`src/rtl/sd_command_sequencer.sv`:
```
// sd_command_sequencer: command-level controller for the SPI SD-card target.
// Accepts decoded command frames, tracks card init state (idle -> ready),
// streams R1/R3/R7 response bytes over a valid/ready handshake, owns the
// block-length register, and issues single-block read requests.
// Optional feature macro: SD_CRC_CHECK_EN (frame CRC errors reported in R1
// bit 3 and the command is otherwise suppressed).
module sd_command_sequencer #(
    parameter int          DEFAULT_BLOCK_LEN = 512,
    parameter logic [31:0] OCR_VALUE         = 32'h00FF8000
) (
    input  logic        clock,
    input  logic        reset,
    input  logic        io_CommandValid,
    input  logic [5:0]  io_Command,
    input  logic [31:0] io_CommandArgument,
    input  logic        io_CommandCrcOk,
    output logic [7:0]  io_ResponseByte,
    output logic        io_ResponseValid,
    input  logic        io_ResponseReady,
    output logic        io_BlockReadReq,
    output logic [31:0] io_BlockAddress,
    input  logic        io_BlockReadDone,
    output logic [9:0]  io_DataBlockSize,
    output logic        io_CardReady,
    output logic        io_Busy
);

    typedef enum logic [1:0] {
        S_WAIT_CMD = 2'd0,
        S_RESP     = 2'd1,
        S_BLOCK    = 2'd2
    } state_t;

    localparam logic [9:0] DEFAULT_SIZE = 10'(DEFAULT_BLOCK_LEN);

    state_t      state_q, state_d;
    logic [7:0]  buf_q [6];
    logic [7:0]  buf_d [6];
    logic [2:0]  len_q, len_d;       // number of bytes in the response
    logic [2:0]  idx_q, idx_d;       // byte currently presented
    logic        go_block_q, go_block_d;
    logic        card_ready_q, card_ready_d;
    logic        app_q, app_d;
    logic [9:0]  size_q, size_d;
    logic [31:0] addr_q, addr_d;

    // Per-command decode results
    logic        illegal;
    logic        param_err;
    logic        crc_err;
    logic        long_resp;
    logic [31:0] payload;
    logic [7:0]  r1;

    // State and data registers; everything returns to idle values on reset
    always_ff @(posedge clock or posedge reset) begin
        if (reset) begin
            state_q      <= S_WAIT_CMD;
            for (int i = 0; i < 6; i++) buf_q[i] <= 8'hFF;
            len_q        <= 3'd0;
            idx_q        <= 3'd0;
            go_block_q   <= 1'b0;
            card_ready_q <= 1'b0;
            app_q        <= 1'b0;
            size_q       <= DEFAULT_SIZE;
            addr_q       <= 32'd0;
        end else begin
            state_q      <= state_d;
            buf_q        <= buf_d;
            len_q        <= len_d;
            idx_q        <= idx_d;
            go_block_q   <= go_block_d;
            card_ready_q <= card_ready_d;
            app_q        <= app_d;
            size_q       <= size_d;
            addr_q       <= addr_d;
        end
    end

    // Next-state logic: command decode, response build, byte sequencing
    always_comb begin
        state_d      = state_q;
        buf_d        = buf_q;
        len_d        = len_q;
        idx_d        = idx_q;
        go_block_d   = go_block_q;
        card_ready_d = card_ready_q;
        app_d        = app_q;
        size_d       = size_q;
        addr_d       = addr_q;
        illegal      = 1'b0;
        param_err    = 1'b0;
        crc_err      = 1'b0;
        long_resp    = 1'b0;
        payload      = 32'd0;
        r1           = 8'h00;

        case (state_q)
            S_WAIT_CMD: begin
                if (io_CommandValid) begin
                    addr_d     = io_CommandArgument;
                    app_d      = 1'b0;   // app flag is consumed by any command
                    idx_d      = 3'd0;
                    go_block_d = 1'b0;
                    state_d    = S_RESP;
`ifdef SD_CRC_CHECK_EN
                    crc_err = !io_CommandCrcOk;
`endif
                    if (!crc_err) begin
                        case (io_Command)
                            6'd0: begin
                                card_ready_d = 1'b0;
                                size_d       = DEFAULT_SIZE;
                            end
                            6'd8: begin
                                long_resp = 1'b1;
                                payload   = {16'h0000, 4'h0, io_CommandArgument[11:8],
                                             io_CommandArgument[7:0]};
                            end
                            6'd16: begin
                                if (io_CommandArgument >= 32'd1 && io_CommandArgument <= 32'd512)
                                    size_d = io_CommandArgument[9:0];
                                else
                                    param_err = 1'b1;
                            end
                            6'd17: begin
                                if (card_ready_q) go_block_d = 1'b1;
                                else              illegal    = 1'b1;
                            end
                            6'd41: begin
                                if (app_q) card_ready_d = 1'b1;
                                else       illegal      = 1'b1;
                            end
                            6'd55: app_d = 1'b1;
                            6'd58: begin
                                long_resp = 1'b1;
                                payload   = OCR_VALUE;
                            end
                            default: illegal = 1'b1;
                        endcase
                    end
                    // in_idle reflects the state the command leaves the card in
                    r1 = {1'b0, param_err, 2'b00, crc_err, illegal, 1'b0, !card_ready_d};
                    buf_d[0] = 8'hFF;            // NCR filler byte
                    buf_d[1] = r1;
                    buf_d[2] = payload[31:24];
                    buf_d[3] = payload[23:16];
                    buf_d[4] = payload[15:8];
                    buf_d[5] = payload[7:0];
                    len_d    = long_resp ? 3'd6 : 3'd2;
                end
            end
            S_RESP: begin
                if (io_ResponseReady) begin
                    if (idx_q == len_q - 3'd1) begin
                        idx_d   = 3'd0;
                        state_d = go_block_q ? S_BLOCK : S_WAIT_CMD;
                    end else begin
                        idx_d = idx_q + 3'd1;
                    end
                end
            end
            S_BLOCK: begin
                if (io_BlockReadDone) begin
                    state_d    = S_WAIT_CMD;
                    go_block_d = 1'b0;
                end
            end
            default: state_d = S_WAIT_CMD;
        endcase
    end

    // Output decode from registered state
    always_comb begin
        io_ResponseValid = (state_q == S_RESP);
        io_ResponseByte  = (state_q == S_RESP) ? buf_q[idx_q] : 8'hFF;
        io_BlockReadReq  = (state_q == S_BLOCK);
        io_BlockAddress  = (state_q == S_BLOCK) ? addr_q : 32'd0;
        io_DataBlockSize = size_q;
        io_CardReady     = card_ready_q;
        io_Busy          = (state_q != S_WAIT_CMD);
    end

endmodule

```
`config.mk`:
```
export PLATFORM = sky130hd
export DESIGN_NAME = sd_command_sequencer
export DESIGN_NICKNAME = d
export VERILOG_FILES = /design/src/rtl/sd_command_sequencer.sv
export SDC_FILE = /design/constraint.sdc
export NUM_CORES = 1
export LEC_CHECK = 0
export ABC_AREA = 1
export ABC_CLOCK_PERIOD_IN_PS = 2300
export CAP_MARGIN = 20
export CORE_UTILIZATION = 32
export DETAILED_ROUTE_END_ITERATION = 8
export SYNTH_ARGS = -nofsm -noshare
export SYNTH_HDL_FRONTEND = slang
export SYNTH_SLANG_ARGS = --single-unit
```
`constraint.sdc`:
```
create_clock -name clock -period 2.3 [get_ports clock]
set_input_delay 0.46 -clock clock [delete_from_list [all_inputs] [get_ports clock]]
set_output_delay 0.46 -clock clock [all_outputs]
set_load 0.01 [all_outputs]
```
# ---- Yosys cells after proc, flatten, opt, wreduce, memory -nomap -nowiden
# Cells that the tools add are included.
# W data, S select, Z words.
dict set report word_totals {
  regBits 93
  inputBits 44
  output_inout_bits 54
  wordCells 85
}
dict set report op_classes {
  n_addsub 2
  order_cmp 3
  n_eq_ne 14
  muxes 37
  bitwise_logic 1
  n_reduce_logical 15
}
# op count
set ops {}
lappend ops {{$pmux W24 S2} 1}
lappend ops {{$ge A32 B1 Y1 const B} 1}
lappend ops {{$le A32 B10 Y1 const B} 1}
lappend ops {{$mux W32} 1}
lappend ops {{$bmux W8 S3} 1}
lappend ops {{$mux W8} 3}
lappend ops {{$pmux W10 S2} 1}
lappend ops {{$eq A6 B6 Y1 const B} 3}
lappend ops {{$mux W1} 15}
lappend ops {{$eq A6 B5 Y1 const B} 2}
lappend ops {{$mux W3} 4}
lappend ops {{$mux W10} 1}
lappend ops {{$mux W2} 5}
lappend ops {{$reduce_and A4 Y1} 2}
lappend ops {{$reduce_bool A2 Y1} 4}
lappend ops {{$eq A6 B4 Y1 const B} 1}
lappend ops {{$logic_not A6 Y1} 1}
lappend ops {{$ne A2 B1 Y1 const B} 3}
lappend ops {{$pmux W2 S3} 1}
lappend ops {{$pmux W3 S2} 1}
lappend ops {{$reduce_and A3 Y1} 2}
lappend ops {{$reduce_or A5 Y1} 1}
lappend ops {{$ge A4 B4 Y1 const B} 1}
lappend ops {{$ne A2 B2 Y1 const B} 2}
lappend ops {{13 further kinds} 14}

# ---- Longest topological paths before layout
dict set report logic_depth {
  depth_word 6
  depth_mapped 11
  ltp_nobuf 11
}

# ---- Worst setup path before layout
# No wires, ideal clock.
dict set report synth_timing {
  kind {register to output}
  from {reg idx_q[1]}
  to {out io_ResponseByte[7]}
  t_arrival_ns 1.203
  required_ns 1.840
  setup_slack_ns 0.637
  stages_incl_launch_ff 5
  path_buffers 1
  cell_sequence {dfrtp_1 > buf_2 > nor2_1 > o21ai_0 > o21ai_0}
}
dict set report synth_between {
  elab_chain_len 5
}
# item line_no
set synth_rtl {}
lappend synth_rtl {{start: declaration} 40} ;# logic [2:0] idx_q, idx_d;
lappend synth_rtl {{start signal: assignment} 71} ;# idx_q <= idx_d;
lappend synth_rtl {{$not A3 Y4 (implied by the code)} 176} ;# io_ResponseByte = (state_q == S_RESP) ? buf_q[idx_q] : 8'hFF;
lappend synth_rtl {{$bmux W8 S3} 176}
lappend synth_rtl {{$mux W8 (implied by the code) (2 in a row)} 176}
lappend synth_rtl {{$mux W8} 176}
lappend synth_rtl {{end: declaration} 17} ;# output logic [7:0] io_ResponseByte,
# No other way between the ends. The select of a mux whose other input is x is not followed.

==> out/summary.txt <==
Bufs on Longest Clock Path -> 2
Total track usage -> 16.4%
Instance area at placement -> 0.00471 mm^2
Clock skew -> 0.00991 ns
Least-Margin Pin Slew -> 0.398 ns
Crit path DAT -> 1.71 ns
TritonCTS buffer count -> 9
Post-Place Cells -> 704
Slowest stage delay, CP -> 0.55 ns
Crit Path Max Fanout -> 5
Share of layout cells above drive strength 1 -> 13.0%
Vias -> 3215
Area growth syn-to-layout -> 43.7%
VDD IR max -> 381 uV
CP Cell Sequence -> nand2_1, a21oi_2, nor2_2, nor2_2, nor2_4, nand2_1, dlygate4sd2_1
Clk pin slew, worst setup/hold paths -> 0.08 ns
Final Slew Violations -> 0
Overall die height -> 106 um
Final cell area excluding filler cells -> 0.00502 mm^2
Status -> finished, final reports clean
Drt first pass iters -> 4
Port Buffer Count -> 96
Worst Setup Start Kind -> register
Gr ovfl total -> 0
Mapped Area -> 0.00349 mm^2
Synth warn -> 0
Routed Wire Length -> 8850 um
Sequential area share after synthesis -> 50.1%
Tcrit/Tclk final -> 94.5%
HPWL after DPL -> 6750 um
NumNets Final -> 624
RSZ-0062 raised after global routing -> false
Mean Syn Cell Area -> 7.40 um^2
Row count -> 37
Vias/cell -> 4.47
Pwr Density -> 950 mW/mm^2
Initial antenna violation count -> 0
Worst-skew pair later-pin latency -> 0.35 ns
Fill cells -> 1074
Chip width -> 106 um
CP bufs+invs -> 1
Hold-fix buffers at CTS -> 0
Post-route ant nets -> 0
Vias in the first global route -> 3147
Tmin final -> 2.17 ns
Finished Layout Cells -> 720
Post-synthesis cell count -> 472
Relative slew slack -> 73.3%
Syn nets -> 517
Die area -> 0.0113 mm^2
H-tree Lvls -> 3
Final Setup Violations -> 0
Setup Fix Bufs, Post-CTS -> 0
DR WL/cell -> 12.3 um
Largest net degree at the start of global routing -> 34
Hold Crit Class -> in2async
Max Cap Viol -> 0
Gp weighted congestion -> 0.823
Crit Path Category -> reg2out
Critical-path top delay cell -> dfstp_2
# IOs -> 98
Fin util -> 48.0%
Crit path max-delay family -> flip-flops
Starting Density -> 33.4%
First-pass GRT wire length -> 14700 um
FMAX -> 0.460 GHz
Critical path endpoint category -> output pin
Synth unique cells -> 27
CTS tree -> built
Clk root buf -> clkbuf_8
Antenna cells -> 0
Synth Register Bits -> 69
Hold Vio Cnt, Final -> 0
Core outline area -> 0.0105 mm^2
Required @ worst endpoint -> 1.84 ns
Number of DRC markers in iteration 0 -> 181
Pleak -> 0.00267 uW
CTS Sinks -> 69
# DRC -> 0
## metal layers
layer,GRT usage (%),routed length [um],vias up
li1,-,-,1669
met1,21.2,4150,1459
met2,27.0,4110,74
met3,3.25,456,13
met4,6.26,140,0
met5,0,0,-
## state kept, by name, summed over array words and instances, names as in the netlist
name and count:
buf_q 17, addr_q 32, io_DataBlockSize 10, len_q 2, go_block_q 1, idx_q 3, io_CardReady 1, app_q 1
state_q 2
## repair_timing
action	4_1_cts	5_1_grt
pin swaps	0	2
endpoints found under the hold margin	0	0
gates resized for setup	30	31
endpoints found under the setup margin	40	25
## power breakdown
part	leakage, uW	internal, uW	switching [uW]	total [uW]
sequential	0.000829	1590	157	1750
combinational	0.00172	734	1030	1760
clock	0.000126	782	472	1250
total	0.00267	3110	1660	4770
## final cells by class
cell class	instances	area [um^2]	share of cell area [%]
multi-input cells	303	1380	27.4
well taps	136	170	3.39
clock inverters	5	106	2.12
inverters	81	304	6.06
repair buffers	115	1160	23.2
flip-flops and latches	69	1750	34.9
clock buffers	11	151	3.02
## final timing paths
check | startpoint | end | slack [ns] | cells after the start
worst max-delay path | buf_q[22] | io_ResponseByte[5] | 0.13 | 7
max in group asynchronous | reset | addr_q[25] | 1.38 | 3
worst min register to register | io_DataBlockSize[9] | io_DataBlockSize[9] | 0.47 | 2
worst min-delay path | reset | io_DataBlockSize[6] | 0.38 | 2
worst max register to register | state_q[0] | io_DataBlockSize[7] | 0.71 | 7
min in group clock | io_DataBlockSize[9] | io_DataBlockSize[9] | 0.47 | 2
## cells in the mapped netlist (all sizes together)
| cell | instances | area [um^2] |
|---|---|---|
| a21oi | 8 | 51.3 |
| a31oi | 2 | 12.5 |
| buf | 11 | 67.6 |
| clkbuf | 8 | 30.0 |
| dfrtp | 51 | 1280 |
| dfstp | 18 | 473 |
| ha | 1 | 12.5 |
| inv | 81 | 304 |
| nand2 | 105 | 404 |
| nand3 | 22 | 110 |
| nand4 | 6 | 37.5 |
| nor2 | 87 | 332 |
| nor3 | 1 | 5.00 |
| o211ai | 2 | 15.0 |
| o21a | 1 | 7.51 |
| o21ai | 58 | 290 |
| o22ai | 8 | 50.1 |
| or2 | 1 | 6.26 |
| xor2 | 1 | 8.76 |
## cells in the final DEF (no fill, tap or decap), types with 15 or more instances in the layout
master           instances
inv_1                   78
dfrtp_1                 51
clkdlybuf4s50_1         55
o21ai_0                 54
nor2_1                  78
nand3_1                 22
buf_4                   15
dlygate4sd2_1           19
nand2_1                100
dfstp_2                 18
dlymetal6s2s_1          19
## logic make-up after synthesis
family	Yosys count	synth area share [%]
xor gates and xnor gates	1	0.251
DFF	69	50.1
and+or+nand+nor	222	25.6
AOI/OAI and AO/OA	79	12.2
buffers and inverters	100	11.5
adders and majority gates	1	0.358
## stage by stage
stage	setup WS [ns]	hold slack [ns]	setup TNS [ns]	total power, uW
after global placement	0.107	0.457	0	3570
after floorplan	0.130	0.446	0	2760
final	0.128	0.375	0	4770
after CTS	-0.0112	0.368	-0.0112	4800
after detailed placement	0.0635	0.457	0	3600
after global routing	0.000578	0.389	0	5130
Power figures use the tool's default switching activity.
==> edit 1: new RTL, same flow settings <==
Take the reset off `addr_q` and load it in a clocked block of its own.
--- a/src/rtl/sd_command_sequencer.sv
+++ b/src/rtl/sd_command_sequencer.sv
@@ -65,3 +65,2 @@
             size_q       <= DEFAULT_SIZE;
-            addr_q       <= 32'd0;
         end else begin
@@ -75,4 +74,7 @@
             size_q       <= size_d;
-            addr_q       <= addr_d;
         end
+    end
+
+    always_ff @(posedge clock) begin
+        addr_q <= addr_d;
     end
Check against the original RTL: same outputs for any inputs over 10 cycles, from zero or initial values and one cycle with reset high; that may be too few to reach the edited logic, so the function may still have changed.
==> edit 1 against the original RTL <==
- sequential share of layout area is 4.1 points higher
- sequential cell count stayed put
- critical endpoint is now io_ResponseByte[1]
- routed wire length is 7.5% lower
- synthesized area is 1.5% lower
- design area is 2.3% lower
- power is 17% lower
- worst setup slack better by 0.0031 ns
- non-clock buffer count stayed put
- largest power group is now sequential cells
- fmax is 0.14% higher
==> edit 1: results (changes against the original RTL) <==
Compound-Gate Fraction of Synth Area: 8.04% (was 12.2%)
Distinct cells, synth: 36 (was 27)
leakage power: 2.63 nW (was 2.67 nW)
sequential area share after synthesis: 55.5% (was 50.1%)
ClkCell Share: 3.91% (was 5.14%)
Worst Hold Class: register to register (was primary input to async pin)
Logic inverters: 75 (was 81)
status: finished clean (unchanged)
GRT Total Usage: 15.4% (was 16.4%)
Multi-Input Combinational: 245 (was 303)
Starting DRT DRC Count: 129 (was 181)
proportion of layout cells with a drive suffix above 1: 16.5% (was 13.0%)
multi-input combinational area share: 24.2% (was 27.4%)
Syn Inst Count: 400 (was 472)
top_reg_cell synth: edfxtp_1 (was dfrtp_1)
Placed Instance Area: 4660 um2 (was 4710 um2)
Total Routed Length: 8190 um (was 8850 um)
first-pass GRT wire length: 13400 um (was 14700 um)
Adder-Cell Fraction of Synth Area: 0.364% (was 0.358%)
Gates resized, CTS repair: 17 (was 30)
CLK BUF: 15 (was 11)
largest net degree at the start of global routing: 45 (was 34)
Internal Power: 2.62 mW (was 3.11 mW)
vias in the first global route: 2808 (was 3147)
Placer Congestion: 0.844 (was 0.823)
pre-CTS setup slack: 0.0901 ns (was 0.0635 ns)
post-layout util: 47.3% (was 48.0%)
XOR/XNOR Fraction of Synth Area: 0.255% (was 0.251%)
met3 usage: 4.14% (was 3.25%)
Post-synth EDFFs: 32 (was 0)
[edit 1: cell count changes after synthesis, sizes merged, moves of 5 or more]
cell / change
dfrtp: -32
edfxtp: +32
o21ai: -31
nand2: -30
inv: -7
o22ai: -7
buf: -5
o31ai: +5
[edit 1: worst max-delay path, delay by kind of cell (launching register included)]
kind	cells	cell delay (ns)
compound gates	2	0.30
flops	1	0.53
simple gates	4	0.36
buf+inv	1	0.18
[edit 1: path summary, 6_finish.rpt]
kind	startpoint	endpoint	slack (ns)	cells past startpoint
setup / recovery	buf_q[37]	io_ResponseByte[1]	0.13	7
hold / removal	io_DataBlockSize[9]	io_DataBlockSize[9]	0.46	2
setup reg to reg	state_q[0]	buf_q[11]	0.67	6
hold reg to reg	io_DataBlockSize[9]	io_DataBlockSize[9]	0.46	2
max in group asynchronous	reset	io_DataBlockSize[9]	1.40	3
min in group asynchronous	reset	io_DataBlockSize[1]	0.52	3
==> edit 2: new RTL, same settings <==
Without the edit above. Change the parameter `DEFAULT_BLOCK_LEN` from 512 to 256.
--- a/src/rtl/sd_command_sequencer.sv
+++ b/src/rtl/sd_command_sequencer.sv
@@ -7,3 +7,3 @@
 module sd_command_sequencer #(
-    parameter int          DEFAULT_BLOCK_LEN = 512,
+    parameter int          DEFAULT_BLOCK_LEN = 256,
     parameter logic [31:0] OCR_VALUE         = 32'h00FF8000
Function: changed (a bounded check fails within 4 cycles, from zero or initial values and one cycle with reset high).
==> edit 2 against the original RTL <==
- utilization is 1.8 points lower
- synthesized area is 1.3% higher
- sequential cell count did not move
- power grew 3.0%
- routed wire length up 4.6%
- first-iteration DRC count decreased by 19%
- worst setup slack lost 0.039 ns
- design area shrank 0.75%
- critical endpoint is now io_BlockAddress[17]
- largest cell class unchanged
==> edit 2: results (changes against the original RTL) <==
status: finished clean (unchanged)
routed wl met2: 4270 um (was 4110 um)
met2 global-route usage: 27.6% (was 27.0%)
CP Capture Point: io_BlockAddress[17] (was io_ResponseByte[5])
synth warn: 0 (unchanged)
critical path peak fanout: 33 (was 5)
Worst R2R End: addr_q[22] (was io_DataBlockSize[7])
Distinct cells, synth: 28 (was 27)
R2R cell count: 6 (was 7)
combinational power share: 39.4% (was 37.0%)
GRT Total Usage: 17.4% (was 16.4%)
Register-to-Register Setup Slack: 0.70 ns
Gates resized, CTS repair: 24 (was 30)
top cell type's share of synthesized area: 36.1% (was 36.5%)
post-CTS setup buffers: 2 (was 0)
final hold slack: 0.470 ns (was 0.375 ns)
clock group power: 1.19 mW (was 1.25 mW)
wire length on met3: 417 um (was 456 um)
placed wire-length estimate: 6850 um (was 6750 um)
max reg flops: 32 (unchanged)
Arr. time, crit path: 1.75 ns (was 1.71 ns)
Syn Inst Count: 474 (was 472)
top_reg_cell synth: dfrtp_1 (unchanged)
largest net degree at the start of global routing: 70 (was 34)
Max Clock Skew: 0.0115 ns (was 0.00991 ns)
slew at the pin closest to its max-slew limit: 0.439 ns (was 0.398 ns)
Net Sw Frac: 35.8% (was 34.8%)
wire length per cell: 12.8 um (was 12.3 um)
Worst Hold Class: register to register (was primary input to async pin)
met1 WL: 4420 um (was 4150 um)
first-pass GRT wire length: 15600 um (was 14700 um)
GR met1 Demand/Resource: 23.2% (was 21.2%)
vias: 3339 (was 3215)
Synth area leaders: dfrtp_1, dfstp_2, nand2_1 (unchanged)
proportion of layout cells with a drive suffix above 1: 13.0% (about the same)
met3 usage: 2.92% (was 3.25%)
sequential area share after synthesis: 49.5% (was 50.1%)
PD cells: 986 nW/um2 (was 950 nW/um2)
Final #Nets: 623 (was 624)
Total Routed Length: 9260 um (was 8850 um)
leakage power: 2.36 nW (was 2.67 nW)
Placer Congestion: 0.788 (was 0.823)
most frequent cells after synthesis: nand2_1, nor2_1, inv_1 (unchanged)
Starting DRT DRC Count: 147 (was 181)
edit 2: cell types whose count changed in the layout (fill, tap and decap cells not counted), moves of 5 or more:
cell | unedited run | this run
o21ai_0 | 54 | 11
o21ai_1 | 3 | 46
clkdlybuf4s50_1 | 55 | 80
dlygate4sd2_1 | 19 | 4
nor2_1 | 78 | 90
dlymetal6s2s_1 | 19 | 8
inv_1 | 78 | 69
nand3_1 | 22 | 14
nand4_1 | 6 | 14
nor2_2 | 8 | 3
edit 2: final cells by class:
class | instances | area (um2)
flip-flops and latches | 69 | 1750
well taps | 140 | 175
multi-input cells | 308 | 1410
fillers | 1074 | 5810
inverters | 78 | 303
repair buffers | 112 | 1100
clock buffers | 10 | 128
clock inverters | 6 | 111
edit 2: stage by stage:
| stage | worst slack (ns) | setup TNS (ns) | util (%) | cell area [um2] |
|---|---|---|---|---|
| floorplan | 0.130 | 0 | - | 3540 |
| global placement | 0.0694 | 0 | 43.6 | 4700 |
| detailed placement | 0.0478 | 0 | 43.6 | 4700 |
| CTS | -0.0172 | -0.0172 | 46.0 | 4970 |
| global route | 0.00140 | 0 | 46.2 | 4980 |
| finish | 0.0888 | 0 | 46.2 | 4980 |
edit 2: logic make-up (layout without fill, tap and decap cells):
| family | after synthesis | count (layout) | synth area share (%) |
|---|---|---|---|
| AO/OA/AOI/OAI | 78 | 78 | 12.1 |
| flip-flops | 69 | 69 | 49.5 |
| buffers and inverters | 97 | 206 | 11.1 |
| AND/OR/NAND/NOR | 228 | 228 | 26.7 |
| adder cells (fa/ha/maj) | 1 | 1 | 0.354 |
| XOR/XNOR | 1 | 1 | 0.248 |
edit 2: critical path, cell delays in order, from the launching register on:
cell and delay [ns]:
dfrtp_1 0.42, nor2_4 0.20, inv_8 0.12, nor2_1 0.12, clkdlybuf4s50_1 0.54
